<file path="src/rtl/sd_sector_responder.sv">
// SD sector-buffer target: serves 512-byte sector reads/writes from a local byte store.
// Define SD_SECTOR_RESPONDER_STATS_EN to add sector counters and a sticky out-of-range flag.
module sd_sector_responder #(
  parameter int LBA_WIDTH   = 4,
  parameter int NUM_SECTORS = 16,
  parameter int ACK_DELAY   = 2
) (
  input  logic                 clk_sys,
  input  logic                 reset,
  input  logic [31:0]          sd_lba,
  input  logic                 sd_rd,
  input  logic                 sd_wr,
  output logic                 sd_ack,
  output logic [8:0]           sd_buff_addr,
  output logic [7:0]           sd_buff_dout,
  output logic                 sd_buff_wr,
  input  logic [7:0]           sd_buff_din,
  output logic [LBA_WIDTH+8:0] mem_addr,
  output logic                 mem_rd,
  output logic                 mem_wr,
  output logic [7:0]           mem_dout,
  input  logic [7:0]           mem_din,
  input  logic                 mem_ready
`ifdef SD_SECTOR_RESPONDER_STATS_EN
  ,
  output logic [15:0]          rd_sectors,
  output logic [15:0]          wr_sectors,
  output logic                 oor_seen
`endif
);

  localparam logic [3:0] ACK_LAST = 4'(ACK_DELAY - 1);

  typedef enum logic [3:0] {
    IDLE, ACKWAIT, RD_REQ, RD_WAIT, RD_STB, WR_ADDR, WR_DATA, WR_WAIT, DONE
  } state_t;

  state_t               state, state_nxt;
  logic [LBA_WIDTH-1:0] lba_q;
  logic                 oor_q;
  logic                 dir_rd_q;
  logic [8:0]           off_q;
  logic [3:0]           cnt_q;
  logic [7:0]           rdata_q;
  logic [7:0]           wdata_q;
  logic                 capture, off_inc, rdata_ld, wdata_ld;
  logic                 lba_oor, last;

  assign lba_oor = (sd_lba >= 32'(NUM_SECTORS));
  assign last    = (off_q == 9'd511);

  always_comb begin
    state_nxt    = state;
    capture      = 1'b0;
    off_inc      = 1'b0;
    rdata_ld     = 1'b0;
    wdata_ld     = 1'b0;
    sd_ack       = 1'b0;
    sd_buff_addr = '0;
    sd_buff_dout = '0;
    sd_buff_wr   = 1'b0;
    mem_addr     = '0;
    mem_rd       = 1'b0;
    mem_wr       = 1'b0;
    mem_dout     = '0;
    case (state)
      IDLE: begin
        if (sd_rd || sd_wr) begin
          capture   = 1'b1;
          state_nxt = ACKWAIT;
        end
      end
      ACKWAIT: begin
        if (cnt_q == ACK_LAST) state_nxt = dir_rd_q ? RD_REQ : WR_ADDR;
      end
      RD_REQ: begin
        sd_ack       = 1'b1;
        sd_buff_addr = off_q;
        // Out-of-range sectors never touch the store; the strobe follows immediately.
        if (oor_q) begin
          state_nxt = RD_STB;
        end else begin
          mem_rd    = 1'b1;
          mem_addr  = {lba_q, off_q};
          state_nxt = RD_WAIT;
        end
      end
      RD_WAIT: begin
        sd_ack       = 1'b1;
        sd_buff_addr = off_q;
        mem_addr     = {lba_q, off_q};
        if (mem_ready) begin
          rdata_ld  = 1'b1;
          state_nxt = RD_STB;
        end
      end
      RD_STB: begin
        sd_ack       = 1'b1;
        sd_buff_addr = off_q;
        sd_buff_wr   = 1'b1;
        sd_buff_dout = oor_q ? 8'hFF : rdata_q;
        off_inc      = 1'b1;
        state_nxt    = last ? DONE : RD_REQ;
      end
      WR_ADDR: begin
        sd_ack       = 1'b1;
        sd_buff_addr = off_q;
        if (oor_q) begin
          off_inc   = 1'b1;
          state_nxt = last ? DONE : WR_ADDR;
        end else begin
          state_nxt = WR_DATA;
        end
      end
      WR_DATA: begin
        // Buffer data arrives one cycle after the address; forward it and keep a copy for the wait.
        sd_ack       = 1'b1;
        sd_buff_addr = off_q;
        mem_wr       = 1'b1;
        mem_addr     = {lba_q, off_q};
        mem_dout     = sd_buff_din;
        wdata_ld     = 1'b1;
        state_nxt    = WR_WAIT;
      end
      WR_WAIT: begin
        sd_ack       = 1'b1;
        sd_buff_addr = off_q;
        mem_addr     = {lba_q, off_q};
        mem_dout     = wdata_q;
        if (mem_ready) begin
          off_inc   = 1'b1;
          state_nxt = last ? DONE : WR_ADDR;
        end
      end
      DONE:    state_nxt = IDLE;
      default: state_nxt = IDLE;
    endcase
  end

  always_ff @(posedge clk_sys) begin
    if (reset) state <= IDLE;
    else       state <= state_nxt;
  end

  always_ff @(posedge clk_sys) begin
    if (capture) begin
      lba_q    <= sd_lba[LBA_WIDTH-1:0];
      oor_q    <= lba_oor;
      dir_rd_q <= sd_rd;
      off_q    <= '0;
      cnt_q    <= '0;
    end else begin
      if (state == ACKWAIT) cnt_q <= cnt_q + 4'd1;
      if (off_inc)          off_q <= off_q + 9'd1;
    end
    if (rdata_ld) rdata_q <= mem_din;
    if (wdata_ld) wdata_q <= sd_buff_din;
  end

`ifdef SD_SECTOR_RESPONDER_STATS_EN
  always_ff @(posedge clk_sys) begin
    if (reset) begin
      rd_sectors <= '0;
      wr_sectors <= '0;
      oor_seen   <= 1'b0;
    end else begin
      if (state == DONE) begin
        if (dir_rd_q && rd_sectors != 16'hFFFF)  rd_sectors <= rd_sectors + 16'd1;
        if (!dir_rd_q && wr_sectors != 16'hFFFF) wr_sectors <= wr_sectors + 16'd1;
      end
      if (capture && lba_oor) oor_seen <= 1'b1;
    end
  end
`endif

endmodule

</file>
<file path="config.mk">
export PLATFORM = sky130hd
export DESIGN_NAME = sd_sector_responder
export DESIGN_NICKNAME = d
export VERILOG_FILES = /design/src/rtl/sd_sector_responder.sv
export SDC_FILE = /design/constraint.sdc
export NUM_CORES = 1
export LEC_CHECK = 0
export CAP_MARGIN = 5
export CORE_MARGIN = 4
export CORE_UTILIZATION = 42
export CTS_BUF_LIST = sky130_fd_sc_hd__clkbuf_16
export CTS_CLUSTER_SIZE = 20
export DETAILED_ROUTE_END_ITERATION = 12
export HOLD_SLACK_MARGIN = 0.1
export PLACE_DENSITY_LB_ADDON = 0.2
export SLEW_MARGIN = 20
export SYNTH_ARGS = -nofsm -noshare
export SYNTH_HDL_FRONTEND = slang
export SYNTH_SLANG_ARGS = --single-unit
</file>
<file path="constraint.sdc">
create_clock -name clk_sys -period 2.5 [get_ports clk_sys]
set_input_delay 0.5 -clock clk_sys [delete_from_list [all_inputs] [get_ports clk_sys]]
set_output_delay 0.5 -clock clk_sys [all_outputs]
set_load 0.01 [all_outputs]
</file>
Word level (Yosys, flattened, before mapping)

Cells that the tools add are included.

Register bits after elaboration: 39
Word-level logic and storage cells: 56

Add/sub/neg operators: 2
Order comparisons: 1
Eq/ne operators: 13
Multiplexer cells: 27
Reductions and logical operators: 5

Operators by type and width:

| operator            | count |
|---|---|
| $ge 32x5->1 const B | 1 |
| $pmux 4 s8          | 1 |
| $mux 4              | 7 |
| $pmux 13 s2         | 1 |
| $eq 4x3->1 const B  | 4 |
| $mux 8              | 2 |
| $pmux 8 s2          | 1 |
| $mux 13             | 1 |
| $mux 1              | 10 |
| $add 9x1->9 const B | 1 |
| $eq 9x9->1 const B  | 1 |
| $mux 9              | 1 |
| $eq 4x1->1 const B  | 2 |
| $eq 4x2->1 const B  | 2 |
| $ne 2x2->1 const B  | 4 |
| $mux 3              | 2 |
| $reduce_or 6->1     | 1 |
| $add 4x1->4 const B | 1 |
| $logic_not 4->1     | 1 |
| $reduce_and 4->1    | 1 |
| $pmux 1 s3          | 1 |
| $reduce_or 3->1     | 1 |
| $logic_or 1x1->1    | 1 |

Logic depth before layout (Yosys ltp)

Gate-level depths: netlist of run 1.

Depth after elaboration: 4
Gate-level depth with buffers: 8

Worst setup path before layout of run 1

OpenSTA, ideal clock, no wires.

Path kind: register to output
Start point: register state[2]
End point: output mem_wr
Arrival: 1.466 ns
Required time: 2.000 ns
Path slack: 0.534 ns
Stages on the path, launching flop included: 6
Cells stage by stage: dfxtp_1 buf_6 inv_1 nor2_1 nand2_1 nor2_1

Longest elaborated chain between the ends: 2

Ends and longest elaborated chain:

| what                   | RTL line | text |
|---|---|---|
| from (decl)            | 38       | `state_t state, state_nxt;` |
| from (signal assigned) | 142      | `else state <= state_nxt;` |
| $eq 4x3->1             | 66       | `case (state)` |
| $mux 1                 | 66       |  |
| to (decl)              | 20       | `output logic mem_wr,` |

No other way between the ends.

Worst setup path in the final report of run 1

Start point: register state[0]
End point: output mem_addr[10]

Longest elaborated chain between the ends: 3

Ends and longest elaborated chain:

| what                                     | RTL line | text |
|---|---|---|
| $eq 4x3->1 or $eq 4x2->1 (tied branches) | 66       |  |
| $reduce_or 3->1 (no source line)         | n/a      |  |
| $pmux 13 s2 *                            | 66       |  |
| to (decl)                                | 18       | `output logic [LBA_WIDTH+8:0] mem_addr,` |

Mark *: on every way between the ends. The rest lies on a longest branch, timed or not.

==> results of run 1 <==
## final cells by class
class,count,area (µm²),share of cell area (%)
clock buffers,5,125.1,3.630
repair buffers,106,1051,30.49
well taps,70,87.58,2.541
multi-input cells,163,1155,33.50
flip-flops and latches,39,1001,29.04
inverters,4,15.01,0.4356
clock inverters,3,12.51,0.3630
## metrics by stage
| stage | power [µW] | instances | util, % | worst slack (ps) | cell area, µm² |
|---|---|---|---|---|---|
| 2_1_floorplan | 1473 | 217 | - | 534.0 | 2198 |
| 3_3_place_gp | 1839 | 380 | 63.93 | 140.7 | 3244 |
| 3_5_place_dp | 1852 | 380 | 63.93 | 70.27 | 3244 |
| 4_1_cts | 2470 | 388 | 67.06 | 20.05 | 3403 |
| 5_1_grt | 2656 | 390 | 67.92 | 2.318 | 3447 |
| 6_report | 2492 | 390 | 67.92 | 68.59 | 3447 |
## where the power goes
part	switching, µW	leakage, µW	internal [µW]	total (µW)
logic	562	0.000862	517	1080
clock network	224	0.0000724	360	584
registers	59.3	0.000337	770	829
## what timing repair did
item,in CTS,in global routing
hold buffers,0,0
gates resized for setup,5,9
buffers inserted,0,1
setup endpoints to repair,31,18
gates cloned,0,1
endpoints found under the hold margin,0,0
## kinds of logic (layout without fill, tap and decap cells)
logic type / Yosys count / in the layout / synth area share [%]
buf+inv: 16 / 118 / 3.642
simple gates: 103 / 104 / 28.97
xor+xnor: 3 / 3 / 1.195
compound gates: 39 / 39 / 12.35
fa+ha+maj: 5 / 5 / 2.846
flops: 39 / 39 / 45.53
mux: 12 / 12 / 5.464
## registers in the layout, summed over array words and instances, names as in the netlist
signal / count
oor_q: 1
rdata_q: 8
off_q: 9
dir_rd_q: 1
cnt_q: 4
wdata_q: 8
lba_q: 4
state: 4
## worst register-to-register path: cells and delay by family (launching register included)
| kind | cells | cell delay, ps |
|---|---|---|
| AND/OR/NAND/NOR | 1 | 470 |
| AO/OA/AOI/OAI | 1 | 220 |
| flip-flops | 1 | 360 |
| buffers and inverters | 2 | 480 |
## layer usage
metal	global-route usage (%)	wire, µm
met2	32.12	2980
met4	7.264	71
met3	3.251	356
met1	18.82	2153
met5	0	0
## worst paths after layout
kind / from / slack (ps) / depth (start not counted) / endpoint
setup / recovery: state[0] / 70 / 4 / mem_addr[10]
hold / removal: off_q[7] / 500 / 2 / off_q[7]
setup reg to reg: state[0] / 660 / 4 / lba_q[3]
hold reg to reg: off_q[7] / 500 / 2 / off_q[7]
## placed cells by master, fill, tap and decap left out, types with 3 or more instances in the layout
cell / n
a21oi_1: 8
and2_1: 23
buf_4: 10
clkbuf_16: 5
clkdlybuf4s50_1: 89
dfxtp_1: 17
dlymetal6s2s_1: 5
edfxtp_1: 22
ha_1: 5
inv_1: 4
mux2i_1: 12
nand2_1: 10
nand2b_1: 6
nand3_1: 7
nand3b_1: 3
nand4_1: 3
nor2_1: 18
nor2b_1: 3
nor4_1: 8
nor4_2: 4
o21a_1: 9
o21ai_0: 7
o31ai_1: 3
or3b_1: 3
==> impl_metrics.env, run 1 <==
export IMPL_ant_nets=0
export IMPL_ioPinCount=95
export IMPL_hp_class="reg -> reg"
export IMPL_cts_buffers=5
export IMPL_gp_congestion=0.9894
export IMPL_setup_violations=0
export IMPL_grt_max_degree=16
export IMPL_coreArea_mm2=0.005075
export IMPL_cts_sinks=39
export IMPL_vias=2032
export IMPL_hpwl_um=4169
export IMPL_grt_use_total_pct=17.23
export IMPL_arrival_ps=1930
export IMPL_grt_overflow=0
export IMPL_async_reset_ff_share_pct=0
export IMPL_cp_end_kind="output port"
export IMPL_final_net_count=377
export IMPL_crit_required_ps=2000
export IMPL_antennaDiodeCount=0
export IMPL_synth_edf_count=22
export IMPL_path_buf_inv=1
export IMPL_path_class="reg -> out"
export IMPL_routed_via_density=5.210
export IMPL_die_y_um=80.35
export IMPL_drt_iter0_markers=198
export IMPL_worstSkewPairLatency_ps=270
export IMPL_dieArea_mm2=0.006455
export IMPL_status="complete, no violations"
export IMPL_p_per_area_mw_per_mm2=723.0
export IMPL_rsz0062_at_grt="false"
export IMPL_cts_buffer_depth=2
export IMPL_drt_drc_violations_left=0
export IMPL_holdWs_ps=499.7
export IMPL_die_w_um=80.35
export IMPL_ir_drop_uv=312.7
export IMPL_clockRootBuffer="clkbuf_16"
export IMPL_cpMaxStageDelayCell="clkdlybuf4s50_1"
export IMPL_max_cap_viol_count=0
export IMPL_synth_top_area_cell="edfxtp_1"
export IMPL_synth_seq_area_share_pct=45.53
export IMPL_nFillCells=412
export IMPL_cpPeakStageDelay_ps=480
export IMPL_critical_path_cell_chain="or3b_1 > nor2b_4 > and2_1 > clkdlybuf4s50_1"
export IMPL_avgSynthCellArea_um2=10.13
export IMPL_grt_pass1_vias=1994
export IMPL_ys_seq_elements=39
export IMPL_portBuffers=94
export IMPL_syn2layout_area_growth_pct=56.80
export IMPL_synth_main_ff_cell="edfxtp_1"
export IMPL_finalMaxSlewViolations=0
export IMPL_synth_top_area_share_pct=30.05
export IMPL_p_leak_uw=0.001272
export IMPL_crit_fanout=7
export IMPL_netlist_area_mm2=0.002198
export IMPL_synth_most_common_cell="and2_1"
export IMPL_antenna_found_initial=0
export IMPL_finalSetupTns_ps=0
export IMPL_wl_um=5561
export IMPL_synth_common_cells="and2_1, edfxtp_1, nor2_1, dfxtp_1, mux2i_1"
export IMPL_ys_types=43
export IMPL_relSlewSlack_pct=56.99
export IMPL_cts_tree="built"
export IMPL_crit_family="simple AND/OR/NAND/NOR gates"
export IMPL_finalHoldViolCount=0
export IMPL_period_needed_ps=2431
export IMPL_initial_core_util_pct=43.32
export IMPL_fin_skew_ps=4.033
export IMPL_synth_cells=217
export IMPL_tightest_slew_ps=642.8
export IMPL_timing_fmax_ghz=0.4113
export IMPL_cp_start_kind="flop"
export IMPL_rows=26
export IMPL_synth_nets=275
export IMPL_layout_drive_gt1_share_pct=10.63
export IMPL_ys_warn_count=0
export IMPL_finalCritPeriodShare_pct=97.26
export IMPL_cts_max_level=2
export IMPL_synth_area_leaders="edfxtp_1, dfxtp_1, and2_1"
export IMPL_first_pass_iters=4
export IMPL_clk_pin_slew_ps=60
export IMPL_grt_first_pass_wirelength_um=8742
export IMPL_routedWlPerCell_um=14.26
Power figures use the tool's default switching activity.
==> run 2: changes to the inputs <==
--- a/config.mk
+++ b/config.mk
@@ -9,10 +9,11 @@
 export CORE_MARGIN = 4
 export CORE_UTILIZATION = 42
 export CTS_BUF_LIST = sky130_fd_sc_hd__clkbuf_16
+export CTS_CLUSTER_DIAMETER = 150
 export CTS_CLUSTER_SIZE = 20
 export DETAILED_ROUTE_END_ITERATION = 12
 export HOLD_SLACK_MARGIN = 0.1
-export PLACE_DENSITY_LB_ADDON = 0.2
+export PLACE_DENSITY = 0.9
 export SLEW_MARGIN = 20
 export SYNTH_ARGS = -nofsm -noshare
 export SYNTH_HDL_FRONTEND = slang
==> constraint.sdc (replaced) <==
create_clock -name clk_sys -period 2.5 [get_ports clk_sys]
set_input_delay 0.5 -clock clk_sys [delete_from_list [all_inputs] [get_ports clk_sys]]
set_output_delay 0.5 -clock clk_sys [all_outputs]
set_load 0.1 [all_outputs]
==> run 2 against run 1 <==
Effect of this change:
- clock skew rose by 2.4 ps
- non-clock buffer count fell by 3
- critical path type unchanged
- first-iteration DRC count fell by 3.0%
- final cell count fell by 1.0%
- die area did not move
- sequential share of layout area fell by 3.3 points
- routed wire length rose by 4.2%
- hold slack got worse by 0.61 ps
- via count rose by 1.6%
- fmax rose by 5.5%
- power rose by 32%
- largest power group unchanged
- global-route usage rose by 0.92 points
==> impl_metrics.env, run 2 (synthesis results as in run 1) <==
export IMPL_final_net_count=373
export IMPL_routedWlPerCell_um=15.01
export IMPL_vias=2065
export IMPL_coreArea_mm2=0.005075
export IMPL_ioPinCount=95
export IMPL_antennaDiodeCount=0
export IMPL_max_cap_viol_count=0
export IMPL_rsz0062_at_grt="false"
export IMPL_cpMaxStageDelayCell="dfxtp_1"
export IMPL_crit_family="flip-flops"
export IMPL_clk_pin_slew_ps=60
export IMPL_cp_start_kind="flop"
export IMPL_cpPeakStageDelay_ps=630
export IMPL_setup_violations=0
export IMPL_cts_tree="built"
export IMPL_hp_class="reg -> reg"
export IMPL_rows=26
export IMPL_cp_end_kind="output port"
export IMPL_worstSkewPairLatency_ps=280
export IMPL_cts_buffer_depth=2
export IMPL_grt_max_degree=17
export IMPL_fin_skew_ps=6.435
export IMPL_nFillCells=323
export IMPL_crit_required_ps=2000
export IMPL_period_needed_ps=2304
export IMPL_final_cell_mix="clkdlybuf4s50_1, buf_12, edfxtp_1, dfxtp_1, and2_1"
export IMPL_largest_register="off_q"
export IMPL_p_total_uw=3297
export IMPL_cts_resized=0
export IMPL_portBuffers=94
export IMPL_wl_um=5793
export IMPL_cts_sinks=39
export IMPL_timing_fmax_ghz=0.4340
export IMPL_top_regs="off_q (9), rdata_q (8), wdata_q (8)"
export IMPL_tightest_slew_ps=620.8
export IMPL_status="complete, no violations"
export IMPL_clockRootBuffer="clkbuf_16"
export IMPL_initial_core_util_pct=43.32
export IMPL_hpwl_um=4391
export IMPL_gp_congestion=0.9366
export IMPL_layout_drive_gt1_share_pct=30.70
export IMPL_antenna_found_initial=0
export IMPL_grt_overflow=0
export IMPL_grt_use_total_pct=18.15
export IMPL_drt_iter0_markers=192
export IMPL_final_common_cell="clkdlybuf4s50_1"
export IMPL_grt_pass1_vias=1982
export IMPL_path_class="reg -> out"
export IMPL_ant_nets=0
export IMPL_ctsHoldBuffers=0
export IMPL_first_pass_iters=4
export IMPL_worst_slack_ps=195.6
export IMPL_path_buf_inv=2
export IMPL_relSlewSlack_pct=58.46
export IMPL_regArea_mm2=0.001001
export IMPL_largest_register_ffs=9
export IMPL_p_per_area_mw_per_mm2=846.3
export IMPL_grt_first_pass_wirelength_um=9190
export IMPL_dp_cells=378
export IMPL_dieArea_mm2=0.006455
export IMPL_drt_drc_violations_left=0
export IMPL_crit_fanout=13
export IMPL_p_leak_uw=0.001393
export IMPL_fin_util_pct=76.78
export IMPL_pre_cts_slack_ps=356.7
export IMPL_routed_via_density=5.350
export IMPL_die_w_um=80.35
export IMPL_finalMaxSlewViolations=0
export IMPL_cts_buffers=5
export IMPL_arrival_ps=1800
export IMPL_critical_path_cell_chain="nand2b_1 > nor2b_1 > buf_4 > and2_1 > buf_12"
export IMPL_multi_input_area_mm2=0.001175
export IMPL_cts_max_level=2
export IMPL_ir_drop_uv=501.4
export IMPL_die_y_um=80.35
export IMPL_final_instance_count_excl_fill=386
export IMPL_finalHoldViolCount=0
export IMPL_cts_setup_buffers=0
export IMPL_finalCritPeriodShare_pct=92.17
export IMPL_rrSetupSlack_ps=690
export IMPL_syn2layout_area_growth_pct=77.23
run 2: area by class of cell:
class                      count  share of cell area [%]
sequential                    39                   25.69
tap                           70                   2.248
inverter                       4                  0.3854
multi-input combinational    162                   30.15
clock inverter                 3                   1.638
timing repair buffer         103                   36.67
clock buffer                   5                   3.211
run 2: report_power, final:
part | total [µW] | internal [µW] | switching (µW)
Sequential | 828 | 769 | 59.0
Combinational | 1650 | 625 | 1030
Clock | 814 | 568 | 246
Total | 3300 | 1960 | 1340
run 2: worst paths after layout:
path,startpoint,endpoint,cells after the start
worst max-delay path,state[3],mem_addr[4],5
worst min-delay path,off_q[7],off_q[7],2
worst max register to register,state[1],lba_q[0],4
worst min register to register,off_q[7],off_q[7],2
run 2: per-stage QoR:
step | hold slack [ps] | setup TNS [ps] | cell area [µm²]
6_report | 499.0 | 0 | 3896
5_1_grt | 515.7 | 0 | 3896
4_1_cts | 496.7 | 0 | 3896
3_5_place_dp | 486.9 | 0 | 3707
3_3_place_gp | 481.7 | 0 | 3707
2_1_floorplan | 459.1 | -566.2 | 2256
run 2: per-layer routing:
| metal | routed length, µm | global-route usage [%] |
|---|---|---|
| met2 | 3122 | 33.36 |
| met5 | 0 | 0 |
| met3 | 422 | 4.036 |
| met1 | 2183 | 21.35 |
| met4 | 64 | 4.054 |
run 2: tightest hold or removal path: stages, from the launching register on:
cell and delay (ps):
dfxtp_1 340, nand2_1 60, mux2i_1 50
==> run 3: changes to the inputs <==
--- a/config.mk
+++ b/config.mk
@@ -12,6 +12,7 @@
 export CTS_CLUSTER_DIAMETER = 150
 export CTS_CLUSTER_SIZE = 20
 export DETAILED_ROUTE_END_ITERATION = 12
+export GPL_TIMING_DRIVEN = 0
 export HOLD_SLACK_MARGIN = 0.1
 export PLACE_DENSITY = 0.9
 export SLEW_MARGIN = 20
==> run 3 against run 2 <==
Effect of this change:
- register-to-register slack got worse by 190 ps
- sequential power is essentially flat
- clock power fell by 29%
- sequential cell count stayed put
- setup slack worse by 130 ps
- die area did not move
- final cell count increased by 2.6%
- combinational power down 8%
- largest power group unchanged
==> impl_metrics.env, run 3 (synthesis results as in run 1) <==
export IMPL_finalMaxSlewViolations=0
export IMPL_clockRootBuffer="clkbuf_16"
export IMPL_layout_drive_gt1_share_pct=32.52
export IMPL_swShare_pct=44.21
export IMPL_die_w_um=80.35
export IMPL_nFillCells=417
export IMPL_comb_power_share_pct=51.7
export IMPL_multi_input_area_mm2=0.001197
export IMPL_cts_buffer_depth=2
export IMPL_internal_power_uw=1626
export IMPL_final_net_count=383
export IMPL_finalCritPeriodShare_pct=97.45
export IMPL_grt_first_pass_wirelength_um=8694
export IMPL_final_common_cell="clkdlybuf4s50_1"
export IMPL_finalHoldViolCount=0
export IMPL_fin_util_pct=67.68
export IMPL_ant_nets=0
export IMPL_cp_end_kind="output port"
export IMPL_die_y_um=80.35
export IMPL_finalSetupTns_ps=0
export IMPL_setup_violations=0
export IMPL_period_needed_ps=2436
export IMPL_arrival_ps=1940
export IMPL_rsz0062_at_grt="false"
export IMPL_first_pass_iters=4
export IMPL_crit_required_ps=2000
export IMPL_syn2layout_area_growth_pct=56.23
export IMPL_use_met1_pct=20.31
export IMPL_p_per_area_mw_per_mm2=848.7
export IMPL_placed_area_mm2=0.003284
export IMPL_grt_most_used_layer="met2"
export IMPL_p_leak_uw=0.001321
export IMPL_fin_skew_ps=5.146
export IMPL_p_clk_share_pct=19.9
export IMPL_tightest_slew_ps=620.2
export IMPL_path_class="reg -> out"
export IMPL_relSlewSlack_pct=58.50
export IMPL_status="complete, no violations"
export IMPL_met3_usage_pct=3.363
export IMPL_largest_register="off_q"
export IMPL_routedWlPerCell_um=13.79
export IMPL_routed_via_density=5.192
export IMPL_grt_pass1_vias=1945
export IMPL_cts_tree="built"
export IMPL_coreArea_mm2=0.005075
export IMPL_grt_util_met2_pct=30.96
export IMPL_cp_start_kind="flop"
export IMPL_ir_drop_uv=410.5
export IMPL_timing_fmax_ghz=0.4105
export IMPL_cts_max_level=2
export IMPL_regArea_mm2=0.001001
export IMPL_largest_register_ffs=9
export IMPL_grt_use_total_pct=17.12
export IMPL_initial_core_util_pct=43.32
export IMPL_antennaDiodeCount=0
export IMPL_hpwl_um=4188
export IMPL_top_regs="off_q (9), rdata_q (8), wdata_q (8)"
export IMPL_grt_overflow=0
export IMPL_final_cell_mix="clkdlybuf4s50_1, buf_4, edfxtp_1, dfxtp_1, and2_1"
export IMPL_wl_um=5461
export IMPL_drt_iter0_markers=198
export IMPL_grt_max_degree=16
export IMPL_antenna_found_initial=0
export IMPL_cts_sinks=39
export IMPL_crit_fanout=9
export IMPL_worstSkewPairLatency_ps=280
export IMPL_dieArea_mm2=0.006455
export IMPL_hp_class="reg -> reg"
export IMPL_vias=2056
export IMPL_portBuffers=94
export IMPL_finish_instance_area_mm2=0.003435
export IMPL_ioPinCount=95
export IMPL_rows=26
export IMPL_clk_pin_slew_ps=50
export IMPL_pwr_share_seq_pct=28.4
export IMPL_gp_congestion=0.9436
export IMPL_power_switching_uw=1289
export IMPL_cts_buffers=5
export IMPL_rrSetupSlack_ps=500
export IMPL_max_cap_viol_count=0
export IMPL_drt_drc_violations_left=0
==> run 3: cell count changes in the layout (fill, tap and decap cells not counted), sizes merged <==
cell,previous run,this run
buf,51,46
bufinv,2,0
clkbuf,5,18
inv,5,7
clkdlybuf4s15,0,2
==> run 3: worst paths after layout <==
kind | from | to | depth (start not counted)
hold / removal | off_q[7] | off_q[7] | 2
setup / recovery | state[3] | mem_addr[0] | 5
setup reg to reg | state[0] | rdata_q[7] | 4
hold reg to reg | off_q[7] | off_q[7] | 2
==> run 3: layout make-up <==
class                      count  share of cell area (%)
buffer                        12                   2.077
clock inverter                 3                  0.3279
multi-input combinational    162                   34.86
sequential                    39                   29.14
inverter                       4                  0.4372
clock buffer                   5                   3.643
tap                           70                   2.550
timing repair buffer         101                   26.96
==> run 3: stage by stage <==
stage | hold slack [ps] | setup WS [ps] | total power (µW) | instances
detailed placement | 488.8 | -951.1 | 2311 | 381
floorplan | 459.1 | -475.8 | 1950 | 217
CTS | 499.4 | -73.23 | 2882 | 389
global route | 530.8 | 9.898 | 3073 | 396
global placement | 479.8 | -963.0 | 2294 | 381
finish | 504.5 | 63.80 | 2915 | 396
==> run 3: layer usage <==
| layer | wire, µm | share of wire (%) | vias to the layer above |
|---|---|---|---|
| met5 | 0 | 0 | - |
| met4 | 19 | 0.35 | 0 |
| met3 | 349 | 6.4 | 2 |
| met2 | 2883 | 53 | 80 |
| met1 | 2210 | 40 | 962 |
| li1 | - | - | 1012 |
==> run 3: what timing repair did <==
action | in CTS | in global routing
setup buffers | 0 | 7
hold buffers | 0 | 0
pin swaps | 0 | 1
endpoints found under the hold margin | 0 | 0
resized for setup | 233 | 32
setup endpoints to repair | 42 | 41
==> run 3: power by group through the flow <==
stage          combinational (µW)  sequential (µW)  clock (µW)
3_3_place_gp                 1460              838           0
5_1_grt                      1620              835         619
2_1_floorplan                1130              824           0
3_5_place_dp                 1470              841           0
6_report                     1510              828         581
4_1_cts                      1460              826         595
==> run 3: critical path, cell delays in order, from the launching register on <==
cell,delay (ps)
dfxtp_1,290
buf_2,200
nand2b_1,280
nor2b_4,200
and2_1,140
clkdlybuf4s15_2,550
